### config.mk
export PLATFORM = sky130hd
export DESIGN_NAME = grf_wb_arbiter
export DESIGN_NICKNAME = d
export VERILOG_FILES = /design/src/rtl/grf_wb_pkg.sv /design/src/rtl/grf_scoreboard.sv /design/src/rtl/grf_wb_arbiter.sv
export SDC_FILE = /design/constraint.sdc
export NUM_CORES = 1
export LEC_CHECK = 0
export CAP_MARGIN = 20
export CELL_PAD_IN_SITES_DETAIL_PLACEMENT = 0
export CELL_PAD_IN_SITES_GLOBAL_PLACEMENT = 2
export CORE_UTILIZATION = 22
export DETAILED_ROUTE_END_ITERATION = 10
export PLACE_DENSITY = 0.84
export RECOVER_POWER = 100
export SYNTH_ARGS = -nofsm -noshare
export SYNTH_HDL_FRONTEND = slang
export SYNTH_SLANG_ARGS = --single-unit
export TNS_END_PERCENT = 100
### constraint.sdc
create_clock -name clk -period 3.9 [get_ports clk]
set_input_delay 1.17 -clock clk [delete_from_list [all_inputs] [get_ports clk]]
set_output_delay 1.17 -clock clk [all_outputs]
set_load 0.02 [all_outputs]
### src/rtl/grf_wb_pkg.sv
// grf_wb_pkg: shared widths, the register-zero constant and the source tag
// carried next to the registered GRF write beat.
package grf_wb_pkg;
    localparam int REG_W  = 5;
    localparam int DATA_W = 32;
    localparam int NREG   = 32;

    localparam logic [REG_W-1:0] REG_ZERO = 5'd0;

    typedef enum logic {
        SRC_PIPE = 1'b0,
        SRC_LU   = 1'b1
    } wb_src_e;

    typedef struct packed {
        logic              we;
        wb_src_e           src;
        logic [REG_W-1:0]  aw;
        logic [DATA_W-1:0] wd;
        logic [DATA_W-1:0] pc;
    } wb_beat_t;
endpackage

### src/rtl/grf_scoreboard.sv
// grf_scoreboard: one busy bit per GRF register for destinations whose write
// is still pending in the long-latency unit.
//   clk, reset       clock, synchronous active-high reset
//   set_en_i/aw_i    mark a destination busy (issue allocation)
//   clr_en_i/aw_i    release a destination (lu beat committed on the GRF port)
//   rs_i, rt_i       source lookups       -> rs_busy_o, rt_busy_o
//   waw_aw_i         destination lookup   -> waw_busy_o
// Register 0 is never busy.
module grf_scoreboard
    import grf_wb_pkg::*;
(
    input  logic             clk,
    input  logic             reset,
    input  logic             set_en_i,
    input  logic [REG_W-1:0] set_aw_i,
    input  logic             clr_en_i,
    input  logic [REG_W-1:0] clr_aw_i,
    input  logic [REG_W-1:0] rs_i,
    input  logic [REG_W-1:0] rt_i,
    input  logic [REG_W-1:0] waw_aw_i,
    output logic             rs_busy_o,
    output logic             rt_busy_o,
    output logic             waw_busy_o
);
    logic [NREG-1:0] busy_q, busy_d;

    // Clear is applied before set so a same-edge re-allocation survives:
    // the new pending write is younger than the one committing.
    always_comb begin
        busy_d = busy_q;
        if (clr_en_i) busy_d[clr_aw_i] = 1'b0;
        if (set_en_i && set_aw_i != REG_ZERO) busy_d[set_aw_i] = 1'b1;
        busy_d[REG_ZERO] = 1'b0;
    end

    always_ff @(posedge clk) begin
        if (reset) busy_q <= '0;
        else       busy_q <= busy_d;
    end

    assign rs_busy_o  = (rs_i     != REG_ZERO) & busy_q[rs_i];
    assign rt_busy_o  = (rt_i     != REG_ZERO) & busy_q[rt_i];
    assign waw_busy_o = (waw_aw_i != REG_ZERO) & busy_q[waw_aw_i];
endmodule

### src/rtl/grf_wb_arbiter.sv
// grf_wb_arbiter: owner of the single GRF write port.
// Arbitrates pipe writeback against the long-latency unit (lu), registers the
// winning beat onto grf_* one cycle after acceptance, and tracks lu-pending
// destinations so issue stalls on RAW/WAW hazards.
//   clk, reset                  clock, synchronous active-high reset
//   pipe_valid/ready/aw/wd/pc   pipe writeback beat
//   lu_valid/ready/aw/wd/pc     long-latency unit result beat
//   iss_alloc/aw/rs/rt          issue-stage allocation and source lookup
//   iss_hazard                  issue must stall this cycle (combinational)
//   grf_we/aw/wd/pc             registered GRF write port
// Build option: GRF_WB_STARVE_EN enables the lu starvation guard (lu is forced
// to win after STARVE_MAX consecutive losses). Without it pipe has strict
// priority and lu waits indefinitely while pipe_valid is high.
module grf_wb_arbiter
    import grf_wb_pkg::*;
#(
    parameter int STARVE_MAX = 4
) (
    input  logic              clk,
    input  logic              reset,
    input  logic              pipe_valid,
    output logic              pipe_ready,
    input  logic [REG_W-1:0]  pipe_aw,
    input  logic [DATA_W-1:0] pipe_wd,
    input  logic [DATA_W-1:0] pipe_pc,
    input  logic              lu_valid,
    output logic              lu_ready,
    input  logic [REG_W-1:0]  lu_aw,
    input  logic [DATA_W-1:0] lu_wd,
    input  logic [DATA_W-1:0] lu_pc,
    input  logic              iss_alloc,
    input  logic [REG_W-1:0]  iss_aw,
    input  logic [REG_W-1:0]  iss_rs,
    input  logic [REG_W-1:0]  iss_rt,
    output logic              iss_hazard,
    output logic              grf_we,
    output logic [REG_W-1:0]  grf_aw,
    output logic [DATA_W-1:0] grf_wd,
    output logic [DATA_W-1:0] grf_pc
);
    if (STARVE_MAX < 1 || STARVE_MAX > 15) begin : g_bad_starve_max
        $error("STARVE_MAX must be within 1..15");
    end

    wb_beat_t out_q, out_d;
    logic     rs_busy, rt_busy, waw_busy;

`ifdef GRF_WB_STARVE_EN
    localparam logic [3:0] STARVE_LIM = 4'(STARVE_MAX);

    logic [3:0] starve_q, starve_d;
    logic       lu_force;

    assign lu_force   = lu_valid & (starve_q == STARVE_LIM);
    assign pipe_ready = pipe_valid & ~lu_force;

    // Counts consecutive cycles lu was offered and lost; any lu acceptance or
    // idle lu resets the run.
    always_comb begin
        starve_d = 4'd0;
        if (lu_valid && !lu_ready)
            starve_d = (starve_q == STARVE_LIM) ? starve_q : starve_q + 4'd1;
    end

    always_ff @(posedge clk) begin
        if (reset) starve_q <= 4'd0;
        else       starve_q <= starve_d;
    end
`else
    assign pipe_ready = pipe_valid;
`endif

    assign lu_ready = lu_valid & ~pipe_ready;

    // Accepted beats to $0 complete the handshake but never write.
    always_comb begin
        out_d    = out_q;
        out_d.we = 1'b0;
        if (pipe_ready) begin
            out_d.we  = (pipe_aw != REG_ZERO);
            out_d.src = SRC_PIPE;
            out_d.aw  = pipe_aw;
            out_d.wd  = pipe_wd;
            out_d.pc  = pipe_pc;
        end else if (lu_ready) begin
            out_d.we  = (lu_aw != REG_ZERO);
            out_d.src = SRC_LU;
            out_d.aw  = lu_aw;
            out_d.wd  = lu_wd;
            out_d.pc  = lu_pc;
        end
    end

    always_ff @(posedge clk) begin
        if (reset) out_q <= '0;
        else       out_q <= out_d;
    end

    assign grf_we = out_q.we;
    assign grf_aw = out_q.aw;
    assign grf_wd = out_q.wd;
    assign grf_pc = out_q.pc;

    grf_scoreboard u_scoreboard (
        .clk        (clk),
        .reset      (reset),
        .set_en_i   (iss_alloc & ~iss_hazard),
        .set_aw_i   (iss_aw),
        .clr_en_i   (out_q.we & (out_q.src == SRC_LU)),
        .clr_aw_i   (out_q.aw),
        .rs_i       (iss_rs),
        .rt_i       (iss_rt),
        .waw_aw_i   (iss_aw),
        .rs_busy_o  (rs_busy),
        .rt_busy_o  (rt_busy),
        .waw_busy_o (waw_busy)
    );

    assign iss_hazard = rs_busy | rt_busy | (iss_alloc & waw_busy);
endmodule

* Word-level counts from Yosys, hierarchy flattened *
Cells that the tools add are included.

cells by class
  order comparisons = 6
  muxes and demuxes = 14
  bitwise gates (word level) = 14
  reduce and logical (&&, ||, !) cells = 10

operators with widths
  cell                  number
  $mux W71              2
  $mux W32              2
  $and A32 B32 Y32      1
  $not A32 Y32          1
  $or A32 B32 Y32       1
  $reduce_bool A5 Y1    5
  $lt A5 B6 Y1 const B  4
  $bmux W1 S5           3
  $demux W1 S5          2
  $ge A5 B1 Y1 const B  2
  $and A1 B1 Y1         7
  $mux W1               5
  $logic_and A1 B1 Y1   3
  $not A1 Y1            2
  $or A1 B1 Y1          2
  $reduce_bool A2 Y1    1
  $reduce_or A2 Y1      1

storage, ports and cells
  register bits after elaboration = 103
  output and inout port bits = 73
  word-level logic and storage cells = 51

* Depth between registers and ports, before layout *
Gate-level depths: netlist of run 1.

  depth in word-level cells = 9
  gate-level depth with buffers = 9

* Hierarchy *
Synthesis of run 1 repeated with hierarchy kept, for this count alone.

unflattened totals
  cells, all modules = 618
  area total of the unflattened synthesis = 6,344.8 sq um

modules (own cells, without submodules)
  module          instances  cells an instance  area each (sq um)
  grf_wb_arbiter  1          384                4,214.0
  grf_scoreboard  1          234                2,130.8

* Worst setup path before layout of run 1 *
Ideal clock, no wire load.

  path type = input port to output port
  start point = in iss_rs[2]
  end point = out iss_hazard
  arrival = 2.819 ns
  setup slack = -0.089 ns
  stages = 6
  buffers on the path = 1
  path through = clkbuf_1 > mux4_1 > mux2_2 > and3_4 > nor4_2 > o211ai_1

between the ends
  longest elaborated chain between the ends = 5

ends and longest elaborated chain
  item                           RTL line               RTL
  start: declaration             grf_wb_arbiter.sv:33   input logic [REG_W-1:0] iss_rs,
  $bmux W1 S5                    grf_scoreboard.sv:41   assign rs_busy_o = (rs_i != REG_ZERO) & busy_q[rs_i];
  $mux W1 (not written as such)  grf_scoreboard.sv:41
  $and A1 B1 Y1 *                grf_scoreboard.sv:41
  $or A1 B1 Y1 * (2 in a row)    grf_wb_arbiter.sv:119  assign iss_hazard = rs_busy | rt_busy | (iss_alloc & waw_busy);
  end: declaration               grf_wb_arbiter.sv:35   output logic iss_hazard,

Every way passes the cells marked *; elsewhere a longest branch is shown, timed or not. The select of a mux whose other input is x is not followed.

* Worst setup path in the final report of run 1 *
  start point = in iss_aw[2]
  end point = out iss_hazard

between the ends
  longest elaborated chain between the ends = 5

ends and longest elaborated chain
  item                           RTL line               RTL
  start: declaration             grf_wb_arbiter.sv:32   input logic [REG_W-1:0] iss_aw,
  $bmux W1 S5                    grf_scoreboard.sv:43   assign waw_busy_o = (waw_aw_i != REG_ZERO) & busy_q[waw_aw_i];
  $mux W1 (not written as such)  grf_scoreboard.sv:43
  $and A1 B1 Y1 *                grf_scoreboard.sv:43
  $and A1 B1 Y1 *                grf_wb_arbiter.sv:119
  $or A1 B1 Y1 *                 grf_wb_arbiter.sv:119

Marked as above.

==> results of run 1 <==
layer usage:
metal / vias up / routed length, um / GRT usage
li1: 2909 / - / -
met3: 18 / 1793 / 0.05047
met1: 2674 / 8883 / 0.1796
met4: 0 / 242 / 0.04387
met5: - / 0 / 0
met2: 206 / 9682 / 0.2261
area by class of cell:
| cell class | count | area, um2 | share of cell area |
|---|---|---|---|
| clock buffer | 11 | 252.7 | 0.02845 |
| clock inverter | 5 | 48.80 | 0.005492 |
| tap | 378 | 473.0 | 0.05323 |
| multi-input combinational | 541 | 3336 | 0.3754 |
| sequential | 102 | 2042 | 0.2298 |
| timing repair buffer | 283 | 2714 | 0.3054 |
| inverter | 5 | 18.77 | 0.002112 |
tightest hold or removal path, stage by stage, from the launching register on:
cell	delay [ps]
dfxtp_1	340
nor2_1	100
nor3_1	40
what timing repair did:
action	CTS	global route
resized for setup	30	7
setup buffers	3	3
setup endpoints to repair	1	1
pin swaps	4	6
gates cloned	1	0
final timing paths:
path	from	end	slack, ps	depth (start not counted)
worst min-delay path	out_q[69]	out_q[69]	530	2
worst max register to register	u_scoreboard.busy_q[15]	u_scoreboard.busy_q[8]	1230	9
worst min register to register	out_q[69]	out_q[69]	530	2
worst max-delay path	iss_aw[2]	iss_hazard	-110	7
kinds of logic (layout without fill, tap and decap cells):
kind of cell,count (synthesis),in the layout,share of synthesized area
AO/OA/AOI/OAI,141,141,0.1393
AND/OR/NAND/NOR,294,294,0.2148
multiplexers,106,106,0.1939
flip-flops,102,102,0.3276
buffers and inverters,128,304,0.1244
stage by stage:
| step | instances | utilization | setup slack [ps] |
|---|---|---|---|
| after floorplan | 771 | - | 25.55 |
| after global placement | 1302 | 0.3095 | -928.6 |
| after detailed placement | 1302 | 0.3095 | -950.0 |
| after CTS | 1322 | 0.3220 | -152.6 |
| after global routing | 1325 | 0.3189 | -196.5 |
| final | 1325 | 0.3189 | -107.5 |
Yosys cell counts, types with 13 or more instances:
cell	number	share of area
nor2_1	154	0.093
dfxtp_1	102	0.33
mux2i_1	93	0.15
a21oi_1	77	0.062
buf_4	70	0.084
nand2_1	57	0.034
clkbuf_1	39	0.023
o21ai_2	30	0.042
nor2b_1	22	0.022
o21ai_0	19	0.015
nand3b_1	18	0.022
nor3_1	13	0.010
sequential cells by signal, summed over array words and instances, names as in the netlist:
| signal | count |
|---|---|
| grf_aw | 5 |
| grf_pc | 32 |
| grf_wd | 32 |
| grf_we | 1 |
| out_q | 1 |
| u_scoreboard.busy_q | 31 |
power by group:
part           switching, mW  leakage, nW  internal (mW)
clock                  0.463        0.150          0.484
sequential            0.0356        0.838           1.09
combinational          0.299         2.64          0.339
total                  0.797         3.63           1.92
==> impl_metrics.tcl, run 1 <==
set metrics [dict create \
    outcome "finished, violations left" \
    violations "capacitance limit, slew limit, setup timing" \
    first_pass_iters 4 \
    synth-seq-area-share 0.3276 \
    cts_sinks 102 \
    clockRootBuffer "clkbuf_16" \
    critPathKind "primary input to primary output" \
    worst_pin_slew_ps 1596 \
    layout_commonest_cell "nor2_1" \
    place_area_um2 8623 \
    first_global_vias 5548 \
    gp_congestion 0.8648 \
    ys_seq_elements 102 \
    syn_area_per_cell_um2 8.085 \
    setup_violations 1 \
    whs_ps 526.9 \
    min_path_type "flop to flop" \
    clk_pin_slew_ps 80 \
    fmax_mhz 249.5 \
    grt_pass1_wl_mm 31.72 \
    finalNetCount 1100 \
    path_common_cell "o211ai_1" \
    vias 5807 \
    yosysWarnings 0 \
    setup_tns_ps -107.5 \
    rows 61 \
    path_cells "clkdlybuf4s50_1 -> or2_2 -> a31oi_1 -> o211ai_1 -> and4_1 -> o211ai_1 -> buf_4" \
    end_kind "primary output" \
    clock_skew_ps 16.90 \
    slowest_delay_ps 490 \
    diodes 0 \
    drc 0 \
    cap_violations 1 \
    slowest_stage "clkdlybuf4s50_1" \
    syn_nets 929 \
    vias_per_cell 4.383 \
    drt_iter0_drc 287 \
    dieArea_um2 29010 \
    holdBufCountCts 0 \
    power.total_mw 2.713 \
    fin_ws_ps -107.5 \
    cp-start-kind "primary input" \
    ios 231 \
    die_x_um 170.3 \
    fillerInstances 2973 \
    final_antenna_net_count 0 \
    final_cell_mix "nor2_1 (154), clkdlybuf4s50_1 (147), dfxtp_1 (102), mux2i_1 (92), a21oi_1 (77)" \
    hold_viol_final 0 \
    rsz0062_at_grt "true" \
    avgRoutedWirePerCell_um 15.55 \
    clock_path_buffers 2 \
    cts-buffers-inserted 9 \
    cts_tree "built" \
    coreArea_um2 27860 \
    fin_crit_sh 1.028 \
    grt.total_usage 0.1425 \
    clk_latency_ps 360 \
    ir_worst_vdd_mv 0.1477 \
    routed_wl_mm 20.60 \
    synth.distinct_cells 44 \
    die_h_um 170.3 \
    synth_ff_type "dfxtp_1" \
    crit_path_max_fanout 4 \
    post-route-min-period_ps 4008 \
    start_util 0.2238 \
    required_ps 2730 \
    dp_hpwl_mm 15.03 \
    p_leak_nw 3.627 \
    critPathTopFamily "buffers and inverters" \
    fin_area_um2 8885 \
    grt_max_degree 82 \
    synthToLayoutAreaGrowth_pct 42.53 \
    syn-instance-count 771 \
    p_per_area_nw_per_um2 305.3 \
    synth_edf_count 0 \
    crit_arrival_ps 2840 \
    grt.overflow.total 0 \
    async_flop_share 0 \
    timing.critical_path.buf_inv 2 \
    cts-htree-levels 3 \
    drive_gt1_frac 0.1045 \
    syn_area_um2 6233 \
    io_buffers 230 \
    slew_headroom -0.06396 \
    slew_violations 48 \
    grt_antenna_before_repair 0 \
]
No activity file was read; power rests on OpenSTA's default activity.
==> run 2: changes to the inputs <==
- PLACE_DENSITY: 0.84 -> default
- PLACE_DENSITY_LB_ADDON: default -> 0.1
==> impl_metrics.tcl, run 2 (synthesis gave the netlist of run 1 again) <==
set metrics [dict create \
    outcome "finished, violations left" \
    violations "capacitance limit, slew limit, setup timing" \
    start_util 0.2238 \
    rows 61 \
    grt_antenna_before_repair 0 \
    cts-htree-levels 3 \
    die_h_um 170.3 \
    crit_path_max_fanout 5 \
    fin_ws_ps -33.39 \
    required_ps 2730 \
    vias_per_cell 4.444 \
    first_pass_iters 4 \
    dieArea_um2 29010 \
    met3_usage 0.05512 \
    grt_max_degree 99 \
    cap_violations 1 \
    clock_path_buffers 2 \
    finalNetCount 1104 \
    post-route-min-period_ps 3933 \
    final_util 0.3194 \
    first_global_vias 5860 \
    crit_arrival_ps 2760 \
    clk_pin_slew_ps 70 \
    grtUsageMet2 0.2614 \
    worstSetupStartpoint "iss_rs[0]" \
    p_sw_frac 0.2950 \
    clkPwrFrac 0.341 \
    fmax_mhz 254.2 \
    clk_latency_ps 350 \
    ir_worst_vdd_mv 0.1861 \
    switchingPower_uw 794.2 \
    holdBufCountCts 0 \
    routed_wl_mm 22.69 \
    drc 0 \
    slowest_stage "mux4_2" \
    cts_sinks 102 \
    drive_gt1_frac 0.1115 \
    gp_congestion 0.8499 \
    critPathTopFamily "multiplexers" \
    synthToLayoutAreaGrowth_pct 42.73 \
    use_met1 0.1843 \
    coreArea_um2 27860 \
    worst_pin_slew_ps 1899 \
    slowest_delay_ps 500 \
    clockRootBuffer "clkbuf_16" \
    grt.total_usage 0.1562 \
    setup_violations 1 \
    fin_crit_sh 1.009 \
    path_cells "buf_8 -> buf_8 -> mux4_2 -> mux2i_2 -> o32ai_2 -> nor4_4 -> o211ai_1 -> buf_4" \
    p_per_area_nw_per_um2 302.6 \
    final_antenna_net_count 0 \
    layout_commonest_cell "nor2_1" \
    power_frac_comb 0.240 \
    min_path_type "flop to flop" \
    die_x_um 170.3 \
    r2r-start "u_scoreboard.busy_q[21]" \
    drt_iter0_drc 283 \
    cts-buffers-inserted 9 \
    p_seq_frac 0.419 \
    cts_tree "built" \
    vias 5906 \
    rsz0062_at_grt "true" \
    grt.overflow.total 0 \
    slew_headroom -0.2663 \
    io_buffers 230 \
    final_cell_mix "nor2_1 (154), clkdlybuf4s50_1 (143), dfxtp_1 (102), mux2i_1 (92), a21oi_1 (77)" \
    path_common_cell "buf_8" \
    dp_hpwl_mm 16.82 \
    p_leak_nw 3.666 \
    grt_pass1_wl_mm 34.28 \
    avgRoutedWirePerCell_um 17.07 \
    top_usage_layer "met2" \
    ios 231 \
    hold_viol_final 0 \
    end_kind "primary output" \
    diodes 0 \
    slew_violations 99 \
    hp-start "out_q[69]" \
    cp-start-kind "primary input" \
    internal-power_mw 1.898 \
    timing.critical_path.buf_inv 3 \
    setup_tns_ps -33.39 \
    clock_skew_ps 9.530 \
    critPathKind "primary input to primary output" \
]
-- run 2: cell count changes in the layout (fill, tap and decap cells not counted), moves of 2 or more --
cell,before,now
dlymetal6s2s_1,0,2
inv_6,1,3
nor2b_1,22,20
buf_4,46,51
clkdlybuf4s50_1,147,143
nor2b_2,0,2
-- run 2: metal layers --
metal,share of wire,wire length (um)
met1,0.41,9397
met2,0.48,10860
met5,0,0
met4,0.023,531
met3,0.084,1899
-- run 2: per-stage QoR --
step | cells | hold WS, ps | cell area [um2] | power, mW | setup WS, ps
after floorplan | 771 | 481.2 | 6243 | 1.534 | 25.55
after global placement | 1305 | 508.6 | 8646 | 1.827 | -907.2
after detailed placement | 1305 | 515.4 | 8646 | 1.831 | -946.5
after CTS | 1326 | 531.3 | 8990 | 2.788 | -101.9
after global routing | 1329 | 566.7 | 8897 | 2.848 | -101.5
final | 1329 | 527.2 | 8897 | 2.692 | -33.39
-- run 2: power groups by stage --
stage	logic, mW	registers (mW)	clock network, mW
after CTS	0.685	1.13	0.972
after global placement	0.674	1.15	0
after detailed placement	0.677	1.15	0
after global routing	0.703	1.14	1.01
after floorplan	0.395	1.14	0
final	0.647	1.13	0.917
-- run 2: path summary, 6_finish.rpt --
path / slack, ps / endpoint / cells after the start
setup / recovery: -30 / iss_hazard / 8
hold / removal: 530 / out_q[69] / 2
setup reg to reg: 1210 / u_scoreboard.busy_q[5] / 10
hold reg to reg: 530 / out_q[69] / 2
-- run 2: cell type report --
| class | instances | area [um2] |
|---|---|---|
| flip-flops and latches | 102 | 2042 |
| clock buffers | 10 | 239.0 |
| repair buffers | 287 | 2726 |
| clock inverters | 6 | 51.30 |
| fillers | 2958 | 18960 |
| well taps | 378 | 473.0 |
| multi-input cells | 541 | 3347 |
| inverters | 5 | 18.77 |
-- run 2: tightest hold or removal path, cell delays in order (launching register included) --
cell and delay [ps]:
dfxtp_1 330, nor2_1 110, nor3_1 50
-- run 2: what timing repair did --
item,CTS,global route
pin swaps,5,5
buffers inserted,5,4
gates resized for setup,31,19
setup endpoints to repair,1,1
==> run 3: changes to the inputs <==
- SKIP_CTS_REPAIR_TIMING: default -> 1
==> impl_metrics.tcl, run 3 (synthesis gave the netlist of run 1 again) <==
set metrics [dict create \
    drc 0 \
    diodes 0 \
    clkPwrFrac 0.341 \
    clockRootBuffer "clkbuf_16" \
    end_kind "primary output" \
    rsz0062_at_grt "true" \
    crit_path_max_fanout 5 \
    final_cell_mix "nor2_1 (154), clkdlybuf4s50_1 (145), dfxtp_1 (102), mux2i_1 (93), a21oi_1 (77)" \
    cts-buffers-inserted 9 \
    r2r-start "u_scoreboard.busy_q[13]" \
    final_antenna_net_count 0 \
    crit_arrival_ps 2840 \
    switchingPower_uw 795.0 \
    fin_crit_sh 1.028 \
    post-route-min-period_ps 4009 \
    p_leak_nw 3.716 \
    worstSetupStartpoint "iss_rs[0]" \
    dr_wl_met2_mm 10.89 \
    endpoint "iss_hazard" \
    dp.cells 1305 \
    clock_skew_ps 9.771 \
    critPathTopFamily "multiplexers" \
    critPathKind "primary input to primary output" \
    path_cells "buf_6 -> buf_6 -> mux4_2 -> mux2_4 -> and3_4 -> nor4_4 -> o211ai_1 -> buf_4" \
    p_sw_frac 0.2954 \
    cts-htree-levels 3 \
    internal-power_mw 1.896 \
    routed_wl_mm 22.70 \
    routed.top_layer "met4" \
    final_cells 1328 \
    fin_ws_ps -109.1 \
    grt_antenna_before_repair 0 \
    clk_pin_slew_ps 70 \
    min_path_type "flop to flop" \
    hp-start "out_q[69]" \
    grt.total_usage 0.1552 \
    clk_latency_ps 350 \
    path_depth 8 \
    dp_hpwl_mm 16.82 \
    r2r_slack_ps 1280 \
    slew_violations 99 \
    start_util 0.2238 \
    place_area_um2 8646 \
    fmax_mhz 249.4 \
    cp-start-kind "primary input" \
    io_buffers 230 \
    wl_met3_mm 1.845 \
    avgRoutedWirePerCell_um 17.09 \
    timing.critical_path.buf_inv 3 \
    power.total_mw 2.691 \
    final_util 0.3199 \
    slowest_stage "mux4_2" \
    layout_commonest_cell "nor2_1" \
    slew_headroom -0.2629 \
    coreArea_um2 27860 \
    required_ps 2730 \
    grt.overflow.total 0 \
    cts_sinks 102 \
    first_global_vias 5815 \
    power_frac_comb 0.239 \
    reg2regPathDepth 8 \
    violations "capacitance limit, slew limit, setup timing" \
    dieArea_um2 29010 \
    p_seq_frac 0.419 \
    drt_iter0_drc 276 \
    first_pass_iters 4 \
    rows 61 \
    finalNetCount 1103 \
    p_per_area_nw_per_um2 302.0 \
    cap_violations 2 \
    die_x_um 170.3 \
    ir_worst_vdd_mv 0.1872 \
    outcome "finished, violations left" \
    clock_path_buffers 2 \
    met1_length_mm 9.420 \
    die_h_um 170.3 \
    cts_tree "built" \
    dp_slack_ps -946.5 \
    grt_max_degree 99 \
    gp_congestion 0.8499 \
    vias 5934 \
    fin_area_um2 8911 \
    rr_endpoint "u_scoreboard.busy_q[5]" \
    vias_per_cell 4.468 \
    grt_pass1_wl_mm 34.01 \
    slowest_delay_ps 490 \
    path_common_cell "buf_6" \
    hold_viol_final 0 \
    ios 231 \
    synthToLayoutAreaGrowth_pct 42.95 \
    worst_pin_slew_ps 1894 \
    setup_violations 1 \
    drive_gt1_frac 0.1074 \
]
run 3: cell types whose count changed in the layout (fill, tap and decap cells not counted), sizes merged:
cell / previous run / this run
dlygate4sd2: 6 / 0
dlymetal6s2s: 2 / 7
buf: 57 / 54
clkdlybuf4s50: 143 / 145
clkbuf: 17 / 18
run 3: layout make-up:
type	instances	area [um2]
fillers	2951	18950
multi-input cells	541	3353
well taps	378	473.0
flip-flops and latches	102	2042
repair buffers	286	2734
inverters	5	18.77
clock inverters	6	51.30
clock buffers	10	239.0
run 3: worst min-delay path: stages, from the launching register on:
cell,delay (ps)
dfxtp_1,340
nor2_1,110
nor3_1,50
run 3: routing by layer:
| metal | global-route usage | vias up |
|---|---|---|
| li1 | - | 2924 |
| met1 | 0.1835 | 2770 |
| met2 | 0.2593 | 208 |
| met3 | 0.05442 | 32 |
| met4 | 0.05327 | 0 |
| met5 | 0 | - |
run 3: through the flow:
step,hold WS (ps),TNS (ps)
2_1_floorplan,481.2,0
3_3_place_gp,508.6,-907.2
3_5_place_dp,515.4,-946.5
4_1_cts,531.3,-955.9
5_1_grt,566.7,-1883
6_report,530.2,-109.1
run 3: power groups by stage:
stage	clock network [mW]	registers [mW]	logic (mW)
2_1_floorplan	0	1.14	0.395
3_3_place_gp	0	1.15	0.674
4_1_cts	0.972	1.13	0.680
6_report	0.919	1.13	0.644
5_1_grt	1.01	1.14	0.700
3_5_place_dp	0	1.15	0.677
run 3: how the worst min path moves through the flow:
stage | slack [ps] | to | cells past startpoint
3_5_place_dp | 520 | out_q[69] | 2
4_1_cts | 530 | out_q[69] | 2
3_3_place_gp | 510 | out_q[69] | 2
5_1_grt | 570 | out_q[69] | 2
2_1_floorplan | 480 | u_scoreboard.busy_q[6] | 2
6_report | 530 | out_q[69] | 2
